==> config.mk <==
export PLATFORM = sky130hd
export DESIGN_NAME = pulse_sched
export DESIGN_NICKNAME = d
export VERILOG_FILES = /design/src/rtl/pulse_sched_pkg.sv /design/src/rtl/pulse_sched_rx.sv /design/src/rtl/pulse_sched.sv
export SDC_FILE = /design/constraint.sdc
export NUM_CORES = 1
export LEC_CHECK = 0
export ABC_AREA = 1
export CORE_ASPECT_RATIO = 1.2
export CORE_UTILIZATION = 35
export DETAILED_ROUTE_END_ITERATION = 10
export SLEW_MARGIN = 20
export SYNTH_ARGS = -nofsm -noshare
export SYNTH_HDL_FRONTEND = slang
export SYNTH_HIERARCHICAL = 1
export SYNTH_SLANG_ARGS = --single-unit
==> constraint.sdc <==
create_clock -name clk -period 9.2 [get_ports clk]
set_input_delay 0.92 -clock clk [delete_from_list [all_inputs] [get_ports clk]]
set_output_delay 0.92 -clock clk [all_outputs]
set_load 0.02 [all_outputs]
==> src/rtl/pulse_sched_pkg.sv <==
// Shared state encoding and default widths for the radar pulse-repetition scheduler.
package pulse_sched_pkg;

    localparam int PRIW_DEF = 32;
    localparam int TXW_DEF  = 14;
    localparam int RXW_DEF  = 16;
    localparam int PAW_DEF  = 8;

    typedef enum logic [2:0] {
        IDLE,
        LEAD,
        TX,
        LAG,
        WAIT
    } state_t;

endpackage

==> src/rtl/pulse_sched_rx.sv <==
// ADC capture window: a delay/length counter restarted by every trigger, independent of the TX sequencer.
module rx_window #(
    parameter int RXW = 16
) (
    input  logic           clk,
    input  logic           rstn,
    input  logic           start,
    input  logic [RXW-1:0] rx_delay,
    input  logic [RXW-1:0] rxsmps,
    output logic           rx_valid,
    output logic           rx_first
);

    logic [RXW:0]   cnt, cnt_nx, stop_nx;
    logic [RXW-1:0] dly, dly_nx, len, len_nx;
    logic           run, run_nx;
    logic           valid_nx, first_nx;

    // The counter stops once it reaches delay+length, so a zero-length window never opens.
    always_comb begin
        run_nx = run;
        cnt_nx = cnt;
        dly_nx = dly;
        len_nx = len;
        if (start) begin
            run_nx = 1'b1;
            cnt_nx = '0;
            dly_nx = rx_delay;
            len_nx = rxsmps;
        end else if (run) begin
            cnt_nx = cnt + 1'b1;
        end
        stop_nx = {1'b0, dly_nx} + {1'b0, len_nx};
        if (cnt_nx >= stop_nx) begin
            run_nx = 1'b0;
        end
        valid_nx = run_nx && (cnt_nx >= {1'b0, dly_nx});
        first_nx = valid_nx && (cnt_nx == {1'b0, dly_nx});
    end

    always_ff @(posedge clk) begin
        if (!rstn) begin
            run      <= 1'b0;
            cnt      <= '0;
            dly      <= '0;
            len      <= '0;
            rx_valid <= 1'b0;
            rx_first <= 1'b0;
        end else begin
            run      <= run_nx;
            cnt      <= cnt_nx;
            dly      <= dly_nx;
            len      <= len_nx;
            rx_valid <= valid_nx;
            rx_first <= first_nx;
        end
    end

endmodule

==> src/rtl/pulse_sched.sv <==
// Per-PRI trigger generator sequencing PA guard, DAC playback address and the RX capture window.
module pulse_sched
    import pulse_sched_pkg::*;
#(
    parameter int PRIW = PRIW_DEF,
    parameter int TXW  = TXW_DEF,
    parameter int RXW  = RXW_DEF,
    parameter int PAW  = PAW_DEF
) (
    input  logic            clk,
    input  logic            rstn,
    input  logic            enable,
    input  logic [PRIW-1:0] pri,
    input  logic [TXW-1:0]  txsmps,
    input  logic [PAW-1:0]  pa_lead,
    input  logic [PAW-1:0]  pa_lag,
    input  logic [RXW-1:0]  rx_delay,
    input  logic [RXW-1:0]  rxsmps,
    output logic            trig,
    output logic            pa_en,
    output logic            tx_active,
    output logic [TXW-1:0]  tx_addr,
    output logic            rx_valid,
    output logic            rx_first,
    output logic            busy,
    output logic            cfg_err,
    output logic [31:0]     pulse_cnt
);

    localparam int SW = PRIW + 1;

    state_t          state, state_nx;
    logic [PRIW-1:0] k, k_nx;
    logic [PRIW-1:0] sh_pri, sh_pri_nx;
    logic [TXW-1:0]  sh_tx, sh_tx_nx;
    logic [PAW-1:0]  sh_lead, sh_lead_nx, sh_lag, sh_lag_nx;
    logic [SW-1:0]   pa_sum_in, rx_sum_in, tx_end, pa_end;
    logic            cfg_ok, last, want_trig;
    logic            trig_nx, err_nx, pa_en_nx, tx_active_nx, busy_nx;
    logic [TXW-1:0]  tx_addr_nx;

    // Sums are one bit wider than the PRI so oversized guards cannot wrap into a valid value.
    always_comb begin
        pa_sum_in = SW'(pa_lead) + SW'(txsmps) + SW'(pa_lag);
        rx_sum_in = SW'(rx_delay) + SW'(rxsmps);
        cfg_ok    = (pri >= PRIW'(2)) && (txsmps != '0) &&
                    (pa_sum_in <= SW'(pri)) && (rx_sum_in <= SW'(pri));
        tx_end    = SW'(sh_lead) + SW'(sh_tx);
        pa_end    = tx_end + SW'(sh_lag);
    end

    always_comb begin
        state_nx   = state;
        k_nx       = k;
        sh_pri_nx  = sh_pri;
        sh_tx_nx   = sh_tx;
        sh_lead_nx = sh_lead;
        sh_lag_nx  = sh_lag;
        trig_nx    = 1'b0;
        err_nx     = cfg_err;
        last       = (state != IDLE) && (k == sh_pri - 1'b1);
        want_trig  = enable && ((state == IDLE) || last);

        if (want_trig && cfg_ok) begin
            trig_nx    = 1'b1;
            err_nx     = 1'b0;
            k_nx       = '0;
            sh_pri_nx  = pri;
            sh_tx_nx   = txsmps;
            sh_lead_nx = pa_lead;
            sh_lag_nx  = pa_lag;
            state_nx   = (pa_lead == '0) ? TX : LEAD;
        end else if (want_trig || last) begin
            err_nx   = want_trig ? 1'b1 : cfg_err;
            k_nx     = '0;
            state_nx = IDLE;
        end else if (state != IDLE) begin
            k_nx = k + 1'b1;
            case (state)
                LEAD: if (SW'(k_nx) == SW'(sh_lead)) state_nx = TX;
                TX:   if (SW'(k_nx) == tx_end) state_nx = (sh_lag == '0) ? WAIT : LAG;
                LAG:  if (SW'(k_nx) == pa_end) state_nx = WAIT;
                default: ;
            endcase
        end

        pa_en_nx     = (state_nx == LEAD) || (state_nx == TX) || (state_nx == LAG);
        tx_active_nx = (state_nx == TX);
        tx_addr_nx   = tx_active_nx ? TXW'(k_nx - PRIW'(sh_lead_nx)) : '0;
        busy_nx      = (state_nx != IDLE);
    end

    always_ff @(posedge clk) begin
        if (!rstn) begin
            state     <= IDLE;
            k         <= '0;
            sh_pri    <= '0;
            sh_tx     <= '0;
            sh_lead   <= '0;
            sh_lag    <= '0;
            trig      <= 1'b0;
            pa_en     <= 1'b0;
            tx_active <= 1'b0;
            tx_addr   <= '0;
            busy      <= 1'b0;
            cfg_err   <= 1'b0;
            pulse_cnt <= '0;
        end else begin
            state     <= state_nx;
            k         <= k_nx;
            sh_pri    <= sh_pri_nx;
            sh_tx     <= sh_tx_nx;
            sh_lead   <= sh_lead_nx;
            sh_lag    <= sh_lag_nx;
            trig      <= trig_nx;
            pa_en     <= pa_en_nx;
            tx_active <= tx_active_nx;
            tx_addr   <= tx_addr_nx;
            busy      <= busy_nx;
            cfg_err   <= err_nx;
            if (trig_nx) begin
                pulse_cnt <= pulse_cnt + 1'b1;
            end
        end
    end

    rx_window #(
        .RXW(RXW)
    ) u_rx_window (
        .clk      (clk),
        .rstn     (rstn),
        .start    (trig_nx),
        .rx_delay (rx_delay),
        .rxsmps   (rxsmps),
        .rx_valid (rx_valid),
        .rx_first (rx_first)
    );

endmodule

==> results by stage, run 1 <==
Pwr:
- The power spent charging and discharging nets is slightly above 0.003 W.
- The clock network is responsible for about 13% of the overall power.
- VDD sags by at most 144 uV.
- The reported leakage power is about 9 nW.
- The share of power burned in registers is 22.7%.
- Cell internal power was estimated by the tool at ~0.0027 W.
- The power share of the combinational group is between 60% and 70%.
- Net switching is 52.8% of the power.
- The power per unit of standard cell area is approximately 300 nW/um^2.

Place:
- The instance area after placement is about 19,000 um^2.
- Once detailed placement completed, the half-perimeter wirelength came to 46,400 um.
- The number of buffers inserted by port buffering is 149.
- The placer congestion estimate is between 0.9 and 1.
- At the placement stage, the worst setup path has a slack of roughly 0.41 ns.
- The number of cells in the design after placement is roughly 3,300.

Logic synthesis:
- In this run, synthesis produced a sequential element count of 200.
- The library cell with the largest summed area after synthesis is dfxtp_1.
- The count of yosys warnings during synthesis is 6.
- The fraction of synthesis flops using an asynchronous set or reset pin is 0%.
- Counting every net in the synthesized netlist gives between 2,000 and 3,000.
- The area share of the largest cell type after synthesis is between 20% and 30%.
- The sequential element share of the synthesized area is 24.1%.
- A synthesized cell averages roughly 6.3 um^2.
- The cell area after synthesis is around 17,000 um^2.
- After synthesis, the cell types taking the most area are dfxtp_1 24%, nand2_1 16%, ha_1 10%.
- The netlist uses 50 different library cells.
- Among all flip-flop cells after synthesis, the most frequent one is dfxtp_1.
- After technology mapping, the gate count stands at 2,618.
- The number of enable flip-flop cells after synthesis is 0.

Route:
- The number of detailed-routing iterations run before antenna repair is 5.
- The detailed-route vias per instance is 5.12.
- The count of nets left with antenna violations once routing finished came out at 0.
- Detailed routing inserted a total of roughly 17,000 vias.
- In this run, the number of DRC markers left after iteration 0 of detailed routing was 1,035.
- After detailed routing, the average wire length per cell comes to roughly 17 um.
- The count of unresolved DRC violations after routing is 0.
- The total wire length is roughly 56,000 um.

Cells and area:
- The total of fill cells in the finished design is 5,018.
- The number of antenna diodes in the final layout is 0.
- After the last flow step, the layout net total stands at roughly 3,000.
- The fraction of layout instances using a drive strength above 1 is between 4 and 5%.
- For this run, the number of standard cells in the final layout without fillers is about 3,400.
- The layout overhead on the synthesized area is 16.0%.
- The final design instance area without fill is around 19,000 um^2.

STA:
- For the pin with the worst max-slew slack, the measured transition is ~1.1 ns.
- For this run, the top clock speed supported by timing is 0.119 GHz.
- Between clock sinks in the finished design, the worst skew comes to around 0.02 ns.
- Setup repair after global routing left no endpoint under its margin.
- The worst hold-check slack is 0.469 ns.
- The shortest clock period the worst path allows after layout is between 8 and 9 ns.
- The setup-violating endpoint count in the final report is 0.
- The worst path uses about nine tenths of the clock period.
- In this run the tightest slew margin relative to its limit is about 28%.
- The number of slew-limit violations in the final report is 0.
- The slack of the critical path is a little under 0.8 ns.
- Summed over all failing endpoints, the final setup total negative slack is 0 ns.
- The count of endpoints failing hold in the final timing report was 0.

Global routing:
- The number of antenna violations at the first check in global routing is 1.
- The wire length of the first global-routing pass is between 80,000 and 90,000 um.
- The largest net degree at the start of global routing is 73.
- The via count of the first global-routing pass came to 16,767.
- The combined global-route utilization of all metal layers is roughly 23%.
- The total global routing overflow is 0.

Floorplan:
- The count of pins on the block boundary is 150.
- The region available for standard cell placement spans roughly 47,000 um^2.
- Once the floorplan was initialized, standard cells occupied 35.4% of the core.
- In this run the core area contains just under 90 standard-cell rows.
- The die covers a little under 50,000 um^2.
- Measured along the y axis, the die boundary spans 241 um.
- The die is ~200 um wide.

Critical path:
- In this design, the stage delay of the slowest critical-path cell is 0.50 ns.
- The worst-path cell with the longest stage delay is fa_1.
- STA puts the critical path data arrival time at between 8 and 9 ns.
- STA classifies the critical path startpoint as an input port.
- Among cell families on the critical path, the largest total delay comes from simple AND/OR/NAND/NOR gates.
- The category of the critical setup timing path is input port to register.
- The critical-path maximum fanout is 10.
- The number of buffers and inverters on the critical path is 10.
- The element type at the critical path end is a register.
- The required arrival time at the worst endpoint is 9.59 ns.

Clocking:
- Clock-pin slew was measured on the worst setup and hold paths at about 0.08 ns.
- The number of gates resized after cts is 0.
- The number of setup buffers added after CTS is 0.
- The later pin in the worst-skew pair is clocked with a latency of between 0.4 and 0.5 ns.
- In this run, post-CTS hold repair placed 0 buffers.
- TritonCTS created 17 clock buffers.
- The clock passes through at most 2 buffers.
- TritonCTS built the clock tree.
- The clock sink count is 200.
- The clock root buffer master is clkbuf_16.
- The number of H-tree levels is 4.

Status:
- The run finished with clean final reports.

Flow run:
- The max-capacitance violation count is 0.

Hold path:
- The type of the worst min-delay path is register to register.
## Yosys cell counts (36+ instances only)
library cell / instances
xnor2_1: 36
inv_1: 347
xor2_1: 80
nor3_1: 41
dfxtp_1: 200
ha_1: 133
nand4_1: 59
nor2_1: 308
nand2_1: 695
o21ai_0: 96
nand3_1: 200
a21oi_1: 126
## layout make-up
| type | instances | area [um^2] | area share (%) |
|---|---|---|---|
| clock buffers | 18 | 429 | 2.23 |
| clock inverters | 14 | 114 | 0.592 |
| inverters | 357 | 1340 | 6.96 |
| multi-input cells | 2007 | 11000 | 57.3 |
| flip-flops and latches | 200 | 4000 | 20.8 |
| well taps | 623 | 779 | 4.05 |
| repair buffers | 159 | 1560 | 8.11 |
## worst min-delay path, stage by stage (launching register included)
cell	delay, ns
dfxtp_1	0.30
nand2_1	0.07
a21oi_1	0.06
## path summary, 6_finish.rpt
kind,endpoint,start,slack [ns],cells past startpoint
max,u_rx_window/rx_first$_SDFF_PN0_,txsmps[1],0.79,49
min,u_rx_window/len[10]$_SDFF_PN0_,u_rx_window/len[10]$_SDFF_PN0_,0.47,2
max reg2reg,u_rx_window/rx_first$_SDFF_PN0_,sh_pri[0]$_SDFFE_PN0P_,2.94,39
min reg2reg,u_rx_window/len[10]$_SDFF_PN0_,u_rx_window/len[10]$_SDFF_PN0_,0.47,2
## layer usage
layer / vias up / global-route usage [%] / routed length, um
met5: - / 0 / 0
met1: 8012 / 25.3 / 22500
met3: 133 / 2.32 / 1870
li1: 8712 / - / -
met4: 0 / 13.6 / 3020
met2: 434 / 43.7 / 29100
## metrics by stage
| stage | util (%) | total power, W |
|---|---|---|
| global placement | 39.9 | 0.00495 |
| global route | 41.0 | 0.00630 |
| floorplan | - | 0.00397 |
| CTS | 41.0 | 0.00577 |
| finish | 41.0 | 0.00575 |
| detailed placement | 39.9 | 0.00501 |
## cells by family (layout without fill, tap and decap cells)
logic type / count (synthesis) / in the layout / synth area share (%)
adders and majority gates: 147 / 147 / 11.7
DFF: 200 / 200 / 24.1
muxes: 3 / 3 / 0.181
xor gates and xnor gates: 117 / 117 / 6.22
AOI/OAI and AO/OA: 318 / 318 / 10.6
and+or+nand+nor: 1422 / 1422 / 37.6
buffers and inverters: 411 / 548 / 9.54
## cells in the final DEF, fill, tap and decap left out, types with 16 or more instances in the layout
cell,count
nand2_1,694
inv_1,347
nor2_1,307
nand3_1,200
dfxtp_1,200
clkdlybuf4s50_1,148
ha_1,133
a21oi_1,126
o21ai_0,96
xor2_1,80
nand4_1,59
nor3_1,41
xnor2_1,36
nor4_1,27
nor2_2,24
o21ai_1,22
a211oi_1,22
or2_2,19
clkbuf_16,17
o21bai_1,16
## registers in the layout (all words and copies together) (netlist names), 14 cells and up
signal and count:
k 32, pulse_cnt 32, sh_pri 32, sh_tx 14
tx_addr 14, u_rx_window/cnt 17, u_rx_window/dly 16, u_rx_window/len 16
## power groups by stage
| stage | combinational [W] | sequential [W] | clock, W |
|---|---|---|---|
| after floorplan | 0.00271 | 0.00126 | 0 |
| after global routing | 0.00418 | 0.00133 | 0.000791 |
| after detailed placement | 0.00369 | 0.00132 | 0 |
| final | 0.00371 | 0.00130 | 0.000740 |
| after global placement | 0.00363 | 0.00131 | 0 |
| after CTS | 0.00371 | 0.00130 | 0.000760 |
(Power assumes the default switching activity.)
==> run 2, diff against run 1 <==
--- a/config.mk
+++ b/config.mk
@@ -8,8 +8,8 @@
 export ABC_AREA = 1
 export CORE_ASPECT_RATIO = 1.2
 export CORE_UTILIZATION = 35
+export CTS_BUF_LIST = sky130_fd_sc_hd__clkbuf_2 sky130_fd_sc_hd__clkbuf_4 sky130_fd_sc_hd__clkbuf_8
 export DETAILED_ROUTE_END_ITERATION = 10
-export SLEW_MARGIN = 20
 export SYNTH_ARGS = -nofsm -noshare
 export SYNTH_HDL_FRONTEND = slang
 export SYNTH_HIERARCHICAL = 1
==> constraint.sdc (replaced) <==
create_clock -name clk -period 9.2 [get_ports clk]
set_input_delay 1.84 -clock clk [delete_from_list [all_inputs] [get_ports clk]]
set_output_delay 1.84 -clock clk [all_outputs]
set_load 0.02 [all_outputs]
==> results by stage, run 2 (synthesis results as in run 1) <==
Clocking:
- The TritonCTS clock tree is yes.
- The total of hold buffers inserted after clock tree synthesis is 0 (unchanged).
- The clock insertion delay at the later pin of the skew report came to 0.56 ns (+0.08 ns).
- The register clock-pin slew on the reported worst setup and hold paths came to 0.11 ns (+0.03 ns).
- The number of buffers on the longest clock path is 2 (unchanged).
- The clock root buffer master is clkbuf_8.
- The clock sink count is 200 (unchanged).
- The total clock buffers created by CTS is 17 (unchanged).
- The number of H-tree levels was 4 (unchanged).

Pwr:
- The maximum resistive drop on vdd is 171 uV (+19%).
- The reported leakage power is 9.37 nW (+4.0%).
- The power per unit of standard cell area is 298 nW/um^2 (-0.31%).

Route:
- The number of nets with antenna violations after routing was 0 (unchanged).
- The count of unresolved DRC violations after routing is 0 (unchanged).
- The violation count after the first detailed-routing iteration is 1,078 (+4.2%).
- The total via count in the routed design is 17,582 (+1.7%).
- The detailed-route vias per instance is 5.08 (-0.81%).
- The number of detailed-routing iterations run before antenna repair is 8 (+3).
- The total wire length is 58,200 um (+3.1%).
- The wire length per cell after detailed routing was 16.8 um (+0.58%).

Critical path:
- The critical-path maximum fanout is 12 (+2).
- In this run the worst setup path begins at pa_lead[1].
- The worst-path cell with the longest stage delay is clkdlybuf4s50_1.
- The critical path data arrival time is 9.14 ns (+0.34 ns).
- The worst setup path is of the input port to register kind.
- The reg-to-reg critical path startpoint is sh_pri[0]$_SDFFE_PN0P_.
- The element type at the critical path end is a register.
- The required arrival time at the worst endpoint is 9.65 ns (+0.06 ns).
- The peak per-stage delay on the critical path is 0.48 ns (-0.02 ns).
- In this design, the critical path's most frequently occurring cell is inv_1.
- The type of element launching the critical path is an input port.

Floorplan:
- The count of pins on the block boundary was 150 (unchanged).
- The cell row count is 87 (unchanged).
- The total core area is 46,900 um^2 (unchanged).
- The effective utilization at floorplan came to 35.4% (unchanged).
- The vertical die dimension is 241 um (unchanged).
- The area of the die was 48,300 um^2 (unchanged).
- The die extent in x is 201 um (unchanged).

Flow run:
- The max-capacitance violation count is 0 (unchanged).

STA:
- The number of slew-limit violations in the final report is 0 (unchanged).
- The worst relative slew slack was 24.2% (-3.4 points).
- The final total negative setup slack is 0 ns (unchanged).
- The setup-violating endpoint count in the final report is 0 (unchanged).
- The worst clock skew is 0.0310 ns (+0.0111 ns).
- The count of endpoints failing hold in the final timing report is 0 (unchanged).
- The shortest clock period the worst path allows after layout was 8.70 ns (+0.292 ns).
- The final worst-path cycle share came to 94.6% (+3.2 points).
- The maximum clock frequency is 0.115 GHz (-3.4%).
- The actual transition at the worst max-transition pin was 1.13 ns (+0.0513 ns).

Cells and area:
- The final core area utilization is 42.4% (+1.4 points).
- In the layout the commonest cells are 694 x nand2_1, 346 x inv_1, 306 x nor2_1.
- The layout overhead on the synthesized area is 19.9%.
- The final non-filler cell total is 3,463 (+2.5%).
- The commonest non-fill, non-tap cell in the layout is nand2_1.
- The fraction of layout instances using a drive strength above 1 was 8.59% (+3.8 points).
- In the final layout, the registers with the most flip-flops are k x32, pulse_cnt x32, sh_pri x32.
- The number of nets in the layout came to 3,070 (+2.8%).

Hold path:
- The type of the worst min-delay path is register to register.
- The startpoint of the tightest hold check path is u_rx_window/len[7]$_SDFF_PN0_.

Global routing:
- The number of antenna violations at the first check in global routing is 3 (+2).
- The largest net degree at the start of global routing is 56 (-23%).
- The via count of the first global-routing pass is 16,912 (+0.86%).
- The total global routing overflow was 0 (unchanged).
- The wire length of the first global-routing pass is 90,400 um (+3.0%).
- The combined global-route utilization of all metal layers is 24.1% (+0.84 points).

Place:
- The number of buffers inserted by port buffering is 149 (unchanged).
- The placed wire-length estimate is 48,100 um (+3.7%).
- The placer congestion estimate was 0.980 (-1.2%).
- The number of cells in the design after placement came to 3,428 (+2.5%).

Status:
- The run finished with clean final reports.
-- run 2: cell count changes in the layout (fill, tap and decap cells not counted), moves of 3 or more --
| cell | change |
|---|---|
| a21oi_2 | +5 |
| clkbuf_16 | -17 |
| ha_2 | +3 |
| buf_4 | +83 |
| clkinv_8 | +3 |
| ha_1 | -7 |
| ha_4 | +4 |
| a21oi_1 | -5 |
| o21ai_0 | -6 |
| o21ai_2 | +4 |
| clkbuf_8 | +17 |
-- run 2: critical path, delay by kind of cell --
kind	cells	cell delay, ns
compound gates	11	1.36
xor+xnor	2	0.32
fa+ha+maj	6	1.86
buf+inv	12	1.49
simple gates	19	2.24
-- run 2: routing by layer --
| layer | share of wire, % | wire [um] | vias to the layer above | track usage (%) |
|---|---|---|---|---|
| met4 | 6.4 | 3750 | 2 | 15.5 |
| met2 | 50 | 29300 | 386 | 44.3 |
| li1 | - | - | 8900 | - |
| met3 | 3.4 | 2000 | 150 | 3.17 |
| met5 | 0.022 | 13 | - | 0 |
| met1 | 40 | 23200 | 8144 | 26.1 |
-- run 2: where the power goes --
group	total (W)	internal [W]	switching [W]
logic	0.00401	0.00150	0.00251
clock network	0.000607	0.000225	0.000382
registers	0.00131	0.00108	0.000232
-- run 2: cell type report --
type | instances | area [um^2]
antenna | 1 | 2.50
clock buffer | 17 | 234
clock inverter | 15 | 168
fill | 4970 | 27000
inverter | 357 | 1340
multi-input combinational | 2007 | 11200
sequential | 200 | 4000
tap | 623 | 779
timing repair buffer | 243 | 2200
-- run 2: final timing paths --
path                            cells after the start                         endpoint  slack (ns)
worst max-delay path                               50  u_rx_window/rx_first$_SDFF_PN0_        0.50
worst min-delay path                                2    u_rx_window/len[7]$_SDFF_PN0_        0.47
worst max register to register                     39  u_rx_window/rx_first$_SDFF_PN0_        3.24
worst min register to register                      2    u_rx_window/len[7]$_SDFF_PN0_        0.47
-- run 2: per-stage QoR --
stage / power (W) / setup WS, ns / hold slack (ns) / cell area [um^2]
finish: 0.00593 / 0.501 / 0.473 / 19900
CTS: 0.00586 / 0.341 / 0.476 / 19700
global placement: 0.00517 / -0.165 / 0.456 / 19300
detailed placement: 0.00524 / -0.211 / 0.460 / 19300
global route: 0.00648 / -0.0591 / 0.492 / 19900
floorplan: 0.00397 / 0.673 / 0.447 / 16600
-- run 2: timing repair --
action | 4_1_cts | 5_1_grt
hold endpoints to repair | 0 | 0
endpoints found under the setup margin | 0 | 3
buffers inserted | 0 | 2
resized for setup | 0 | 37
